==> config.mk <==
export PLATFORM = sky130hd
export DESIGN_NAME = mem_arbiter_flat
export DESIGN_NICKNAME = d
export VERILOG_FILES = /design/src/rtl/mem_arbiter_pkg.sv /design/src/rtl/mem_arbiter_if.sv /design/src/rtl/mem_arbiter_fill_sequencer.sv /design/src/rtl/mem_arbiter.sv /design/src/flat_wrapper.sv
export SDC_FILE = /design/constraint.sdc
export NUM_CORES = 1
export LEC_CHECK = 0
export CAP_MARGIN = 20
export CORE_MARGIN = 2
export CORE_UTILIZATION = 42
export CTS_BUF_LIST = sky130_fd_sc_hd__clkbuf_2 sky130_fd_sc_hd__clkbuf_4 sky130_fd_sc_hd__clkbuf_8
export DETAILED_ROUTE_END_ITERATION = 7
export PLACE_DENSITY_LB_ADDON = 0.15
export SETUP_SLACK_MARGIN = 0.05
export SLEW_MARGIN = 10
export SYNTH_ARGS = -nofsm -noshare
export SYNTH_HDL_FRONTEND = slang
export SYNTH_SLANG_ARGS = --single-unit
==> constraint.sdc <==
create_clock -name clk -period 2.3 [get_ports clk]
set_input_delay 0.69 -clock clk [delete_from_list [all_inputs] [get_ports clk]]
set_output_delay 0.69 -clock clk [all_outputs]
set_load 0.05 [all_outputs]
==> src/rtl/mem_arbiter_pkg.sv <==
// rtl/mem_arbiter_pkg.sv - shared arbiter encodings and cache block geometry (package arb_pkg)
package arb_pkg;

    localparam int BLK_WORDS = 8;
    localparam int BLK_IDX_W = $clog2(BLK_WORDS);
    localparam int BLK_OFF_W = BLK_IDX_W + 1;
    localparam int MEM_LAT   = 4;

    typedef enum logic [1:0] {
        ST_IDLE  = 2'd0,
        ST_FILL  = 2'd1,
        ST_WRITE = 2'd2
    } arb_state_e;

    localparam logic REQ_I = 1'b0;
    localparam logic REQ_D = 1'b1;

endpackage

==> src/rtl/mem_arbiter_if.sv <==
// rtl/mem_arbiter_if.sv - cache request, memory and fill-return signals of the arbiter
interface mem_arbiter_if #(
    parameter int ADDR_W = 16,
    parameter int DATA_W = 16,
    parameter int IDX_W  = 3
);
    logic              i_req;
    logic [ADDR_W-1:0] i_addr;
    logic              d_req;
    logic              d_we;
    logic [ADDR_W-1:0] d_addr;
    logic [DATA_W-1:0] d_wdata;
    logic [DATA_W-1:0] mem_rdata;
    logic              mem_valid;
    logic              mem_en;
    logic              mem_wr;
    logic [ADDR_W-1:0] mem_addr;
    logic [DATA_W-1:0] mem_wdata;
    logic              fill_valid;
    logic              fill_dst;
    logic [IDX_W-1:0]  fill_idx;
    logic [DATA_W-1:0] fill_data;
    logic              i_done;
    logic              d_done;
    logic              busy;

    modport master (
        output i_req, i_addr, d_req, d_we, d_addr, d_wdata, mem_rdata, mem_valid,
        input  mem_en, mem_wr, mem_addr, mem_wdata, fill_valid, fill_dst, fill_idx,
               fill_data, i_done, d_done, busy
    );

    modport slave (
        input  i_req, i_addr, d_req, d_we, d_addr, d_wdata, mem_rdata, mem_valid,
        output mem_en, mem_wr, mem_addr, mem_wdata, fill_valid, fill_dst, fill_idx,
               fill_data, i_done, d_done, busy
    );
endinterface

==> src/rtl/mem_arbiter_fill_sequencer.sv <==
// rtl/mem_arbiter_fill_sequencer.sv - block fill issue/return counters and word address generation
module fill_sequencer #(
    parameter int ADDR_W      = 16,
    parameter int BLOCK_WORDS = 8,
    localparam int IDX_W      = $clog2(BLOCK_WORDS),
    localparam int OFF_W      = IDX_W + 1
) (
    input  logic                    clk,
    input  logic                    rst,
    input  logic                    start,
    input  logic                    active,
    input  logic [ADDR_W-1:OFF_W]   blk_addr,
    input  logic                    mem_valid,
    output logic                    issue_en,
    output logic [ADDR_W-1:0]       issue_addr,
    output logic                    ret_valid,
    output logic [IDX_W-1:0]        ret_idx,
    output logic                    last
);

    logic [IDX_W-1:0] issue_cnt_q, issue_cnt_d;
    logic             issue_done_q, issue_done_d;
    logic [IDX_W-1:0] ret_cnt_q, ret_cnt_d;

    assign issue_en   = active & ~issue_done_q;
    assign issue_addr = {blk_addr, issue_cnt_q, 1'b0};
    assign ret_valid  = active & mem_valid;
    assign ret_idx    = ret_cnt_q;
    assign last       = ret_valid & (ret_cnt_q == IDX_W'(BLOCK_WORDS - 1));

    always_comb begin
        issue_cnt_d  = issue_cnt_q;
        issue_done_d = issue_done_q;
        ret_cnt_d    = ret_cnt_q;
        if (start) begin
            issue_cnt_d  = '0;
            issue_done_d = 1'b0;
            ret_cnt_d    = '0;
        end else begin
            // Issue stops after the last word so a slow memory never sees extra reads.
            if (issue_en) begin
                issue_cnt_d = issue_cnt_q + 1'b1;
                if (issue_cnt_q == IDX_W'(BLOCK_WORDS - 1)) begin
                    issue_done_d = 1'b1;
                end
            end
            if (ret_valid) begin
                ret_cnt_d = ret_cnt_q + 1'b1;
            end
        end
    end

    always_ff @(posedge clk) begin
        if (rst) begin
            issue_cnt_q  <= '0;
            issue_done_q <= 1'b0;
            ret_cnt_q    <= '0;
        end else begin
            issue_cnt_q  <= issue_cnt_d;
            issue_done_q <= issue_done_d;
            ret_cnt_q    <= ret_cnt_d;
        end
    end

endmodule

==> src/rtl/mem_arbiter.sv <==
// rtl/mem_arbiter.sv - I/D cache main-memory arbiter; ARB_ROUND_ROBIN_EN selects round-robin contests
module mem_arbiter
    import arb_pkg::*;
#(
    parameter int ADDR_W      = 16,
    parameter int DATA_W      = 16,
    parameter int BLOCK_WORDS = arb_pkg::BLK_WORDS,
    localparam int IDX_W      = $clog2(BLOCK_WORDS),
    localparam int OFF_W      = IDX_W + 1
) (
    input  logic          clk,
    input  logic          rst,
    mem_arbiter_if.slave  bus
);

    arb_state_e        state_q, state_d;
    logic              dst_q, dst_d;
    logic [ADDR_W-1:0] addr_q, addr_d;
    logic [DATA_W-1:0] wdata_q, wdata_d;
    logic              prio_d;
    logic              pick_d;
    logic              start_fill;

    logic              seq_issue_en;
    logic [ADDR_W-1:0] seq_issue_addr;
    logic              seq_ret_valid;
    logic [IDX_W-1:0]  seq_ret_idx;
    logic              seq_last;

`ifdef ARB_ROUND_ROBIN_EN
    logic last_q, last_d;
    assign prio_d = (last_q == REQ_I);
`else
    assign prio_d = 1'b1;
`endif

    assign pick_d = bus.d_req & (~bus.i_req | prio_d);

    always_comb begin
        state_d    = state_q;
        dst_d      = dst_q;
        addr_d     = addr_q;
        wdata_d    = wdata_q;
        start_fill = 1'b0;
`ifdef ARB_ROUND_ROBIN_EN
        last_d     = last_q;
`endif
        case (state_q)
            ST_IDLE: begin
                if (bus.d_req | bus.i_req) begin
                    dst_d   = pick_d ? REQ_D : REQ_I;
                    addr_d  = pick_d ? bus.d_addr : bus.i_addr;
                    wdata_d = bus.d_wdata;
                    if (pick_d & bus.d_we) begin
                        state_d = ST_WRITE;
                    end else begin
                        state_d    = ST_FILL;
                        start_fill = 1'b1;
                    end
`ifdef ARB_ROUND_ROBIN_EN
                    // Only real contests move the round-robin pointer.
                    if (bus.i_req & bus.d_req) begin
                        last_d = pick_d ? REQ_D : REQ_I;
                    end
`endif
                end
            end
            ST_FILL: begin
                if (seq_last) begin
                    state_d = ST_IDLE;
                end
            end
            ST_WRITE: state_d = ST_IDLE;
            default:  state_d = ST_IDLE;
        endcase
    end

    always_ff @(posedge clk) begin
        if (rst) begin
            state_q <= ST_IDLE;
            dst_q   <= REQ_I;
            addr_q  <= '0;
            wdata_q <= '0;
`ifdef ARB_ROUND_ROBIN_EN
            last_q  <= REQ_I;
`endif
        end else begin
            state_q <= state_d;
            dst_q   <= dst_d;
            addr_q  <= addr_d;
            wdata_q <= wdata_d;
`ifdef ARB_ROUND_ROBIN_EN
            last_q  <= last_d;
`endif
        end
    end

    fill_sequencer #(
        .ADDR_W      (ADDR_W),
        .BLOCK_WORDS (BLOCK_WORDS)
    ) u_fill_seq (
        .clk        (clk),
        .rst        (rst),
        .start      (start_fill),
        .active     (state_q == ST_FILL),
        .blk_addr   (addr_q[ADDR_W-1:OFF_W]),
        .mem_valid  (bus.mem_valid),
        .issue_en   (seq_issue_en),
        .issue_addr (seq_issue_addr),
        .ret_valid  (seq_ret_valid),
        .ret_idx    (seq_ret_idx),
        .last       (seq_last)
    );

    // Outputs are forced to zero whenever they carry no meaning so idle cycles are clean.
    assign bus.busy       = (state_q != ST_IDLE);
    assign bus.mem_en     = (state_q == ST_WRITE) | seq_issue_en;
    assign bus.mem_wr     = (state_q == ST_WRITE);
    assign bus.mem_addr   = (state_q == ST_WRITE) ? addr_q :
                            seq_issue_en          ? seq_issue_addr : '0;
    assign bus.mem_wdata  = (state_q == ST_WRITE) ? wdata_q : '0;
    assign bus.fill_valid = seq_ret_valid;
    assign bus.fill_dst   = (state_q == ST_FILL) & dst_q;
    assign bus.fill_idx   = seq_ret_valid ? seq_ret_idx : '0;
    assign bus.fill_data  = seq_ret_valid ? bus.mem_rdata : '0;
    assign bus.i_done     = seq_last & (dst_q == REQ_I);
    assign bus.d_done     = (seq_last & (dst_q == REQ_D)) | (state_q == ST_WRITE);

endmodule

==> src/flat_wrapper.sv <==
// flat-port wrapper written by rule: the top's interface ports become plain ports
module mem_arbiter_flat import arb_pkg::*;
#(
    parameter int ADDR_W      = 16,
    parameter int DATA_W      = 16,
    parameter int BLOCK_WORDS = arb_pkg::BLK_WORDS,
    localparam int IDX_W      = $clog2(BLOCK_WORDS),
    localparam int OFF_W      = IDX_W + 1
)
  (clk, rst, bus_i_req, bus_i_addr, bus_d_req, bus_d_we, bus_d_addr, bus_d_wdata, bus_mem_rdata, bus_mem_valid, bus_mem_en, bus_mem_wr, bus_mem_addr, bus_mem_wdata, bus_fill_valid, bus_fill_dst, bus_fill_idx, bus_fill_data, bus_i_done, bus_d_done, bus_busy);
  mem_arbiter_if #(.ADDR_W(ADDR_W), .DATA_W(DATA_W), .IDX_W(3)) bus_i ();
  input  logic clk;
  input  logic rst;
  input wire logic [$bits(bus_i.i_req)-1:0] bus_i_req;
  input wire logic [$bits(bus_i.i_addr)-1:0] bus_i_addr;
  input wire logic [$bits(bus_i.d_req)-1:0] bus_d_req;
  input wire logic [$bits(bus_i.d_we)-1:0] bus_d_we;
  input wire logic [$bits(bus_i.d_addr)-1:0] bus_d_addr;
  input wire logic [$bits(bus_i.d_wdata)-1:0] bus_d_wdata;
  input wire logic [$bits(bus_i.mem_rdata)-1:0] bus_mem_rdata;
  input wire logic [$bits(bus_i.mem_valid)-1:0] bus_mem_valid;
  output wire logic [$bits(bus_i.mem_en)-1:0] bus_mem_en;
  output wire logic [$bits(bus_i.mem_wr)-1:0] bus_mem_wr;
  output wire logic [$bits(bus_i.mem_addr)-1:0] bus_mem_addr;
  output wire logic [$bits(bus_i.mem_wdata)-1:0] bus_mem_wdata;
  output wire logic [$bits(bus_i.fill_valid)-1:0] bus_fill_valid;
  output wire logic [$bits(bus_i.fill_dst)-1:0] bus_fill_dst;
  output wire logic [$bits(bus_i.fill_idx)-1:0] bus_fill_idx;
  output wire logic [$bits(bus_i.fill_data)-1:0] bus_fill_data;
  output wire logic [$bits(bus_i.i_done)-1:0] bus_i_done;
  output wire logic [$bits(bus_i.d_done)-1:0] bus_d_done;
  output wire logic [$bits(bus_i.busy)-1:0] bus_busy;
  assign bus_i.i_req = bus_i_req;
  assign bus_i.i_addr = bus_i_addr;
  assign bus_i.d_req = bus_d_req;
  assign bus_i.d_we = bus_d_we;
  assign bus_i.d_addr = bus_d_addr;
  assign bus_i.d_wdata = bus_d_wdata;
  assign bus_i.mem_rdata = bus_mem_rdata;
  assign bus_i.mem_valid = bus_mem_valid;
  assign bus_mem_en = bus_i.mem_en;
  assign bus_mem_wr = bus_i.mem_wr;
  assign bus_mem_addr = bus_i.mem_addr;
  assign bus_mem_wdata = bus_i.mem_wdata;
  assign bus_fill_valid = bus_i.fill_valid;
  assign bus_fill_dst = bus_i.fill_dst;
  assign bus_fill_idx = bus_i.fill_idx;
  assign bus_fill_data = bus_i.fill_data;
  assign bus_i_done = bus_i.i_done;
  assign bus_d_done = bus_i.d_done;
  assign bus_busy = bus_i.busy;
  mem_arbiter #(.ADDR_W(ADDR_W), .DATA_W(DATA_W), .BLOCK_WORDS(BLOCK_WORDS)) u_core (.clk(clk), .rst(rst), .bus(bus_i));
endmodule
Word level (Yosys, flattened, before mapping)

Cells that the tools add are included.

Register bits: 42
Latch bits: 0
Bits in writable memories: 0
Memory bits (read-only): 0
Output and inout bits: 58
Word-level logic and storage cells: 47
Memories: 0

Add/sub/neg operators: 2
Multipliers: 0
Div/mod/pow operators: 0
Magnitude comparators: 0
Eq/ne operators: 6
Shift-type cells: 0
Multiplexer cells: 14
Bitwise logic cells: 12
Reduce and logical (&&, ||, !) cells: 6

Operators with widths:

| cell                | count |
|---|---|
| $mux 16             | 5 |
| $and 1x1->1         | 7 |
| $add 3x1->3 const B | 2 |
| $eq 3x3->1 const B  | 2 |
| $mux 2              | 3 |
| $reduce_and 2->1    | 3 |
| $mux 1              | 4 |
| $ne 2x1->1 const B  | 2 |
| $pmux 2 s2          | 1 |
| $mux 3              | 1 |
| $or 1x1->1          | 3 |
| $eq 2x1->1 const B  | 1 |
| $eq 2x2->1 const B  | 1 |
| $logic_not 2->1     | 1 |
| $not 1->1           | 2 |
| $reduce_bool 2->1   | 1 |
| $reduce_or 2->1     | 1 |

Logic depth before layout (Yosys ltp)

Gate-level depths: netlist (run 1).

Depth in word-level cells: 5
Mapped depth: 6

Cells and area by module

Synthesis (run 1) repeated with hierarchy kept, for this count alone.

Cell total of the unflattened synthesis: 307
Area, all modules: 2488.6 µm²

By module, submodules not included:

| module         | times used | cells an instance | area each (µm²) |
|---|---|---|---|
| mem_arbiter    | 1          | 259               | 2069.5 |
| fill_sequencer | 1          | 48                | 419.2 |

Worst setup path before layout (run 1)

No wires, ideal clock.

Path type: input to output
From: input bus_mem_valid
To: output bus_i_done
Data arrival time: 2.043 ns
Slack: -0.433 ns
Stages: 5
Path through: and3b_1 > buf_2 > buf_2 > nand2_1 > nor2_1

Word-level cells in the longest chain between the ends: 3

Ends and longest elaborated chain:

| element            | line                             | source |
|---|---|---|
| from (decl)        | flat_wrapper.sv:21               | `input wire logic [$bits(bus_i.mem_valid)-1:0] bus_mem_valid;` |
| $and 1x1->1        | mem_arbiter_fill_sequencer.sv:27 | `assign ret_valid = active & mem_valid;` |
| via bus_fill_valid | flat_wrapper.sv:26               | `output wire logic [$bits(bus_i.fill_valid)-1:0] bus_fill_valid;` |
| $and 1x1->1        | mem_arbiter_fill_sequencer.sv:29 | `assign last = ret_valid & (ret_cnt_q == IDX_W'(BLOCK_WORDS - 1));` |
| $and 1x1->1        | mem_arbiter.sv:126               | `assign bus.i_done = seq_last & (dst_q == REQ_I);` |
| to (decl)          | flat_wrapper.sv:30               | `output wire logic [$bits(bus_i.i_done)-1:0] bus_i_done;` |

The timed path passes the listed nets, and every way through them passes these cells.

Worst setup path after layout (run 1)

From: input bus_mem_valid
To: output bus_fill_idx[2]

Word-level cells in the longest chain between the ends: 2

Ends and longest elaborated chain:

| element     | line                             | source |
|---|---|---|
| $and 1x1->1 | mem_arbiter_fill_sequencer.sv:27 |  |
| $mux 3      | mem_arbiter.sv:124               | `assign bus.fill_idx = seq_ret_valid ? seq_ret_idx : '0;` |
| to (decl)   | flat_wrapper.sv:28               | `output wire logic [$bits(bus_i.fill_idx)-1:0] bus_fill_idx;` |

No other way between the ends.

==> impl_metrics.py, run 1 <==
metrics = {
    "sta": {
        "fmax_ghz": 0.442,
        "hold_viol": 0,
        "fin_crit_sh_pct": 98.3,
        "relSlewSlack_pct": 73.4,
        "setup_tns_ps": 0,
        "slew_violations": 0,
        "hold_slack_ps": 480,
        "rsz0062_at_grt": "true",
        "setup_ws_ps": 40.1,
        "finalSetupViolations": 0,
        "worst_pin_slew_ps": 398,
        "finClkSkew_ps": 10.1,
        "min_period_ps": 2260,
    },
    "synthesis": {
        "synth_area_leaders": "dfxtp_1, and2_1, mux2i_1",
        "synth_cell_types": 32,
        "yosys.area.top_type": "dfxtp_1",
        "synth_edf_count": 0,
        "yosys_warnings": 0,
        "yosys.area.top_type_share_pct": 37.8,
        "avgSynthCellArea_um2": 8.73,
        "synth-async-reset-ratio_pct": 0,
        "synth_cells": 255,
        "synth_nets": 329,
        "synth-seq-cells": 42,
        "synth-seq-area-share_pct": 37.8,
        "synthFlopType": "dfxtp_1",
        "syn_area_um2": 2230,
    },
    "power": {
        "power.switching_mw": 0.694,
        "internal-power_mw": 1.43,
        "pwr-share-clk_pct": 23.6,
        "power_density_nw_per_um2": 482,
        "comb_power_share_pct": 37.2,
        "p_leak_nw": 1.80,
        "sequentialPowerShare_pct": 39.2,
        "p_total_mw": 2.12,
        "irDropWorstVdd_mv": 0.361,
        "swShare_pct": 32.7,
    },
    "route": {
        "ant_nets": 0,
        "wl_per_cell_um": 18.5,
        "drc": 0,
        "viasPerCell": 5.40,
        "num_vias": 2502,
        "first_iter_violations": 172,
        "dr.pass1.iters": 4,
        "routed_wl_um": 8590,
    },
    "cells_and_area": {
        "fin_area_um2": 4410,
        "nets": 466,
        "areaGrowthSynthToFinish_pct": 98.0,
        "finalNonFillerCells": 463,
        "final_core_util_pct": 86.3,
        "n_antenna_cell": 0,
        "drive_above_1_share_pct": 33.3,
    },
    "worst_setup_path": {
        "path_class": "primary input to output port",
        "startpoint": "bus_mem_valid",
        "r2r_start": "u_core.state_q[0]$_SDFFE_PP0P_",
        "required_ps": 1610,
        "crit_arrival_ps": 1570,
        "crit_path_end_kind": "output port",
        "worstPathMaxFanout": 8,
        "start_kind": "primary input",
    },
    "hold_path": {
        "hp-class": "flop to flop",
        "min_from": "u_core.wdata_q[15]$_SDFFE_PP0P_",
    },
    "clock_tree": {
        "clockRootBuffer": "clkbuf_8",
        "clock_latency_ps": 300,
        "cts_tree": "yes",
        "clk_pin_slew_ps": 80,
        "clock_sinks": 42,
        "cts_buffers": 5,
        "h-tree-depth": 2,
        "cts.path.max_buffers": 2,
    },
    "die": {
        "coreArea_um2": 5110,
        "initial_utilization_pct": 43.6,
        "fp.dieW_um": 76.8,
        "row_count": 26,
        "die_h_um": 76.8,
        "fp.dieArea_um2": 5900,
        "ios": 128,
    },
    "grt": {
        "grt_max_degree": 36,
        "grt_pass1_vias": 2492,
        "gr-total-overflow": 0,
        "grt_first_pass_wirelength_um": 12300,
        "grt_usage_pct": 26.1,
        "grt_antenna_before_repair": 0,
    },
    "status": {
        "run_status": "complete, no violations",
    },
    "flow_run": {
        "max_cap_violations": 0,
    },
    "placement": {
        "io_buffers": 127,
        "placed_cell_area_um2": 4170,
        "place.gp.congestion": 0.749,
        "pre_cts_slack_ps": -295,
        "dp.cells": 448,
        "dpl.hpwl_um": 5460,
    },
}
-- sequential cells by signal (all words and copies together), names as in the netlist --
| signal | cells |
|---|---|
| u_core.u_fill_seq.issue_cnt_q | 3 |
| u_core.wdata_q | 16 |
| u_core.u_fill_seq.issue_done_q | 1 |
| u_core.dst_q | 1 |
| u_core.state_q | 2 |
| u_core.addr_q | 16 |
| u_core.u_fill_seq.ret_idx | 3 |
-- layer usage --
metal | vias up | routed length [µm] | track usage (%)
li1 | 1162 | - | -
met3 | 21 | 667 | 6.71
met5 | - | 0 | 0
met4 | 0 | 245 | 9.64
met2 | 144 | 4520 | 47.5
met1 | 1175 | 3150 | 28.9
-- critical path, cell delays in order --
cell and delay (ps):
buf_6 90, and3b_2 220, buf_12 140, buf_8 120, and2_4 160, buf_12 140
-- layout make-up --
class,count,area [µm²]
multi-input cells,187,1310
flip-flops and latches,42,846
well taps,70,87.6
inverters,3,11.3
clock buffers,6,82.6
fillers,274,701
repair buffers,153,2060
clock inverters,2,12.5
-- synthesized netlist by cell type, types with 2 or more instances --
library cell / instances
dfxtp_1: 42
and2_1: 37
a21oi_1: 34
mux2i_1: 20
a211oi_1: 16
nand3_1: 16
buf_2: 9
nor2_1: 9
o21ai_0: 9
o21ai_1: 8
nor2b_2: 6
buf_4: 5
clkbuf_1: 5
nor2b_1: 5
ha_1: 4
nand2_1: 4
a22o_1: 3
and2b_1: 3
nor2_4: 3
a31o_2: 2
buf_6: 2
inv_1: 2
xnor2_1: 2
-- kinds of logic after synthesis --
kind of cell | after synthesis | synth area share (%)
simple gates | 88 | 24.5
compound gates | 73 | 19.2
flops | 42 | 37.8
buf+inv | 26 | 6.46
mux | 20 | 8.99
fa+ha+maj | 4 | 2.25
xor+xnor | 2 | 0.787
-- power groups by stage --
stage	clock, mW	combinational (mW)	sequential, mW
after CTS	0.510	0.754	0.827
after floorplan	0	0.397	0.833
after detailed placement	0	0.732	0.843
after global placement	0	0.718	0.838
final	0.501	0.790	0.831
after global routing	0.527	0.835	0.838
-- worst paths after layout --
check | slack [ps] | cells after the start | end
setup / recovery | 40 | 6 | bus_fill_idx[2]
hold / removal | 480 | 2 | u_core.wdata_q[15]$_SDFFE_PP0P_
setup reg to reg | 680 | 6 | u_core.u_fill_seq.ret_idx[0]$_SDFFE_PP0N_
hold reg to reg | 480 | 2 | u_core.wdata_q[15]$_SDFFE_PP0P_
-- cell usage in the layout, fill, tap and decap left out, types with 2 or more instances in the layout --
cell,instances
nor2b_1,5
nand2_1,4
nor2_1,8
a211oi_1,16
and2_4,19
buf_12,56
buf_8,3
mux2i_1,20
nor2_4,4
buf_4,20
nor2b_2,6
buf_6,5
o21ai_0,9
inv_1,2
clkdlybuf4s50_1,68
a22o_1,3
nand3_1,16
clkbuf_8,6
and2b_1,3
ha_1,3
dfxtp_1,40
xnor2_1,2
a21oi_1,34
and2_1,18
o21ai_1,8
-- repair_timing --
item	CTS	global route
buffers inserted	2	3
gates resized for setup	22	18
hold buffers	0	0
setup endpoints to repair	48	46
pin swaps	2	13
cloned	1	1
(Power assumes the default switching activity.)
==> run 2: changes to the inputs <==
--- a/config.mk
+++ b/config.mk
@@ -12,6 +12,7 @@
 export DETAILED_ROUTE_END_ITERATION = 7
 export PLACE_DENSITY_LB_ADDON = 0.15
 export SETUP_SLACK_MARGIN = 0.05
+export SKIP_CTS_REPAIR_TIMING = 1
 export SLEW_MARGIN = 10
 export SYNTH_ARGS = -nofsm -noshare
 export SYNTH_HDL_FRONTEND = slang
==> run 2 against run 1 <==
- clock-buffer cell count did not move
- clock power down 1%
- via count fell by 6.4%
- critical path depth down 1
- highest routed layer unchanged
- setup slack gained 31 ps
- non-clock buffer count shrank 5
- utilization down 1.6 points
==> impl_metrics.py, run 2 (synthesized netlist as in run 1, its figures left out) <==
metrics = {
    "status": {
        "run_status": "complete, no violations",
    },
    "cells_and_area": {
        "multi_input_area_um2": 1300,
        "drive_above_1_share_pct": 33.2,
        "top_regs": "u_core.addr_q: 16 flops, u_core.wdata_q: 16 flops",
        "fillers": 293,
        "layout_commonest_cell": "clkdlybuf4s50_1",
        "nets": 461,
        "finalNonFillerCells": 458,
        "regArea_um2": 846,
        "n_antenna_cell": 0,
        "areaGrowthSynthToFinish_pct": 94.3,
        "final_core_util_pct": 84.7,
        "final_cell_mix": "clkdlybuf4s50_1, buf_12, dfxtp_1, a21oi_1, mux2i_1",
    },
    "grt": {
        "grt_usage_pct": 23.8,
        "gr-total-overflow": 0,
        "grt_first_pass_wirelength_um": 11300,
        "grt_max_degree": 36,
        "grt_antenna_before_repair": 0,
        "grt_pass1_vias": 2352,
    },
    "clock_tree": {
        "cts_tree": "yes",
        "h-tree-depth": 2,
        "cts_buffers": 5,
        "clk_pin_slew_ps": 80,
        "cts.path.max_buffers": 2,
        "clock_sinks": 42,
        "clockRootBuffer": "clkbuf_8",
        "clock_latency_ps": 300,
    },
    "placement": {
        "dpl.hpwl_um": 5460,
        "pre_cts_slack_ps": -295,
        "dp.cells": 448,
        "io_buffers": 127,
        "place.gp.congestion": 0.749,
    },
    "worst_setup_path": {
        "slowest_stage": "and3b_2",
        "critPathMaxStageDelay_ps": 240,
        "start_kind": "primary input",
        "worstPathMaxFanout": 4,
        "worstPathCellList": "clkbuf_2 > and3b_2 > buf_6 > a31o_4 > buf_12",
        "crit_path_end_kind": "output port",
        "path_class": "primary input to output port",
        "required_ps": 1610,
        "crit_arrival_ps": 1540,
    },
    "sta": {
        "slew_violations": 0,
        "hold_slack_ps": 479,
        "finClkSkew_ps": 8.87,
        "min_period_ps": 2230,
        "rsz0062_at_grt": "true",
        "fmax_ghz": 0.449,
        "setup_ws_ps": 70.7,
        "hold_viol": 0,
        "finalSetupViolations": 0,
        "worst_pin_slew_ps": 406,
        "relSlewSlack_pct": 72.9,
        "fin_crit_sh_pct": 96.9,
    },
    "power": {
        "irDropWorstVdd_mv": 0.368,
        "power_density_nw_per_um2": 479,
        "p_leak_nw": 1.76,
    },
    "die": {
        "ios": 128,
        "fp.dieW_um": 76.8,
        "die_h_um": 76.8,
        "row_count": 26,
        "coreArea_um2": 5110,
        "initial_utilization_pct": 43.6,
        "fp.dieArea_um2": 5900,
    },
    "route": {
        "wl_per_cell_um": 15.6,
        "routed_wl_um": 7140,
        "num_vias": 2341,
        "ant_nets": 0,
        "viasPerCell": 5.11,
        "dr.pass1.iters": 4,
        "first_iter_violations": 111,
        "drc": 0,
    },
    "flow_run": {
        "max_cap_violations": 0,
    },
    "hold_path": {
        "hp-class": "flop to flop",
    },
}
run 2: where the power goes:
| group | switching, mW | internal [mW] | leakage (nW) |
|---|---|---|---|
| Clock | 0.253 | 0.241 | 0.0472 |
| Combinational | 0.375 | 0.376 | 1.36 |
| Sequential | 0.0366 | 0.792 | 0.347 |
| Total | 0.664 | 1.41 | 1.76 |
run 2: through the flow:
stage / setup TNS (ps) / cell area [µm²] / power [mW]
floorplan: -219 / 2260 / 1.23
global placement: -5180 / 4170 / 1.56
detailed placement: -5880 / 4170 / 1.58
CTS: -6150 / 4260 / 2.07
global route: 0 / 4320 / 2.16
finish: 0 / 4320 / 2.07
run 2: final timing paths:
kind,start,to,slack (ps),depth (start not counted)
max,bus_mem_valid,bus_d_done,70,5
min,u_core.wdata_q[11]$_SDFFE_PP0P_,u_core.wdata_q[11]$_SDFFE_PP0P_,480,2
max reg2reg,u_core.state_q[0]$_SDFFE_PP0P_,u_core.addr_q[5]$_SDFFE_PP0P_,810,6
min reg2reg,u_core.wdata_q[11]$_SDFFE_PP0P_,u_core.wdata_q[11]$_SDFFE_PP0P_,480,2
run 2: cell type report:
cell class	instances	area share, %
inverters	3	0.260
multi-input cells	187	30.0
well taps	70	2.03
flip-flops and latches	42	19.6
clock buffers	6	1.91
repair buffers	148	45.9
clock inverters	2	0.289
run 2: worst max-delay path, delay by kind of cell:
| family | cells | cell delay (ps) |
|---|---|---|
| simple gates | 1 | 240 |
| buf+inv | 3 | 370 |
| compound gates | 1 | 240 |
run 2: routing by layer:
metal,routed length [µm],track usage (%),up-vias
met3,500,6.00,7
met2,3730,42.7,108
met5,0,0,-
li1,-,-,1153
met4,68,8.00,0
met1,2830,27.3,1073
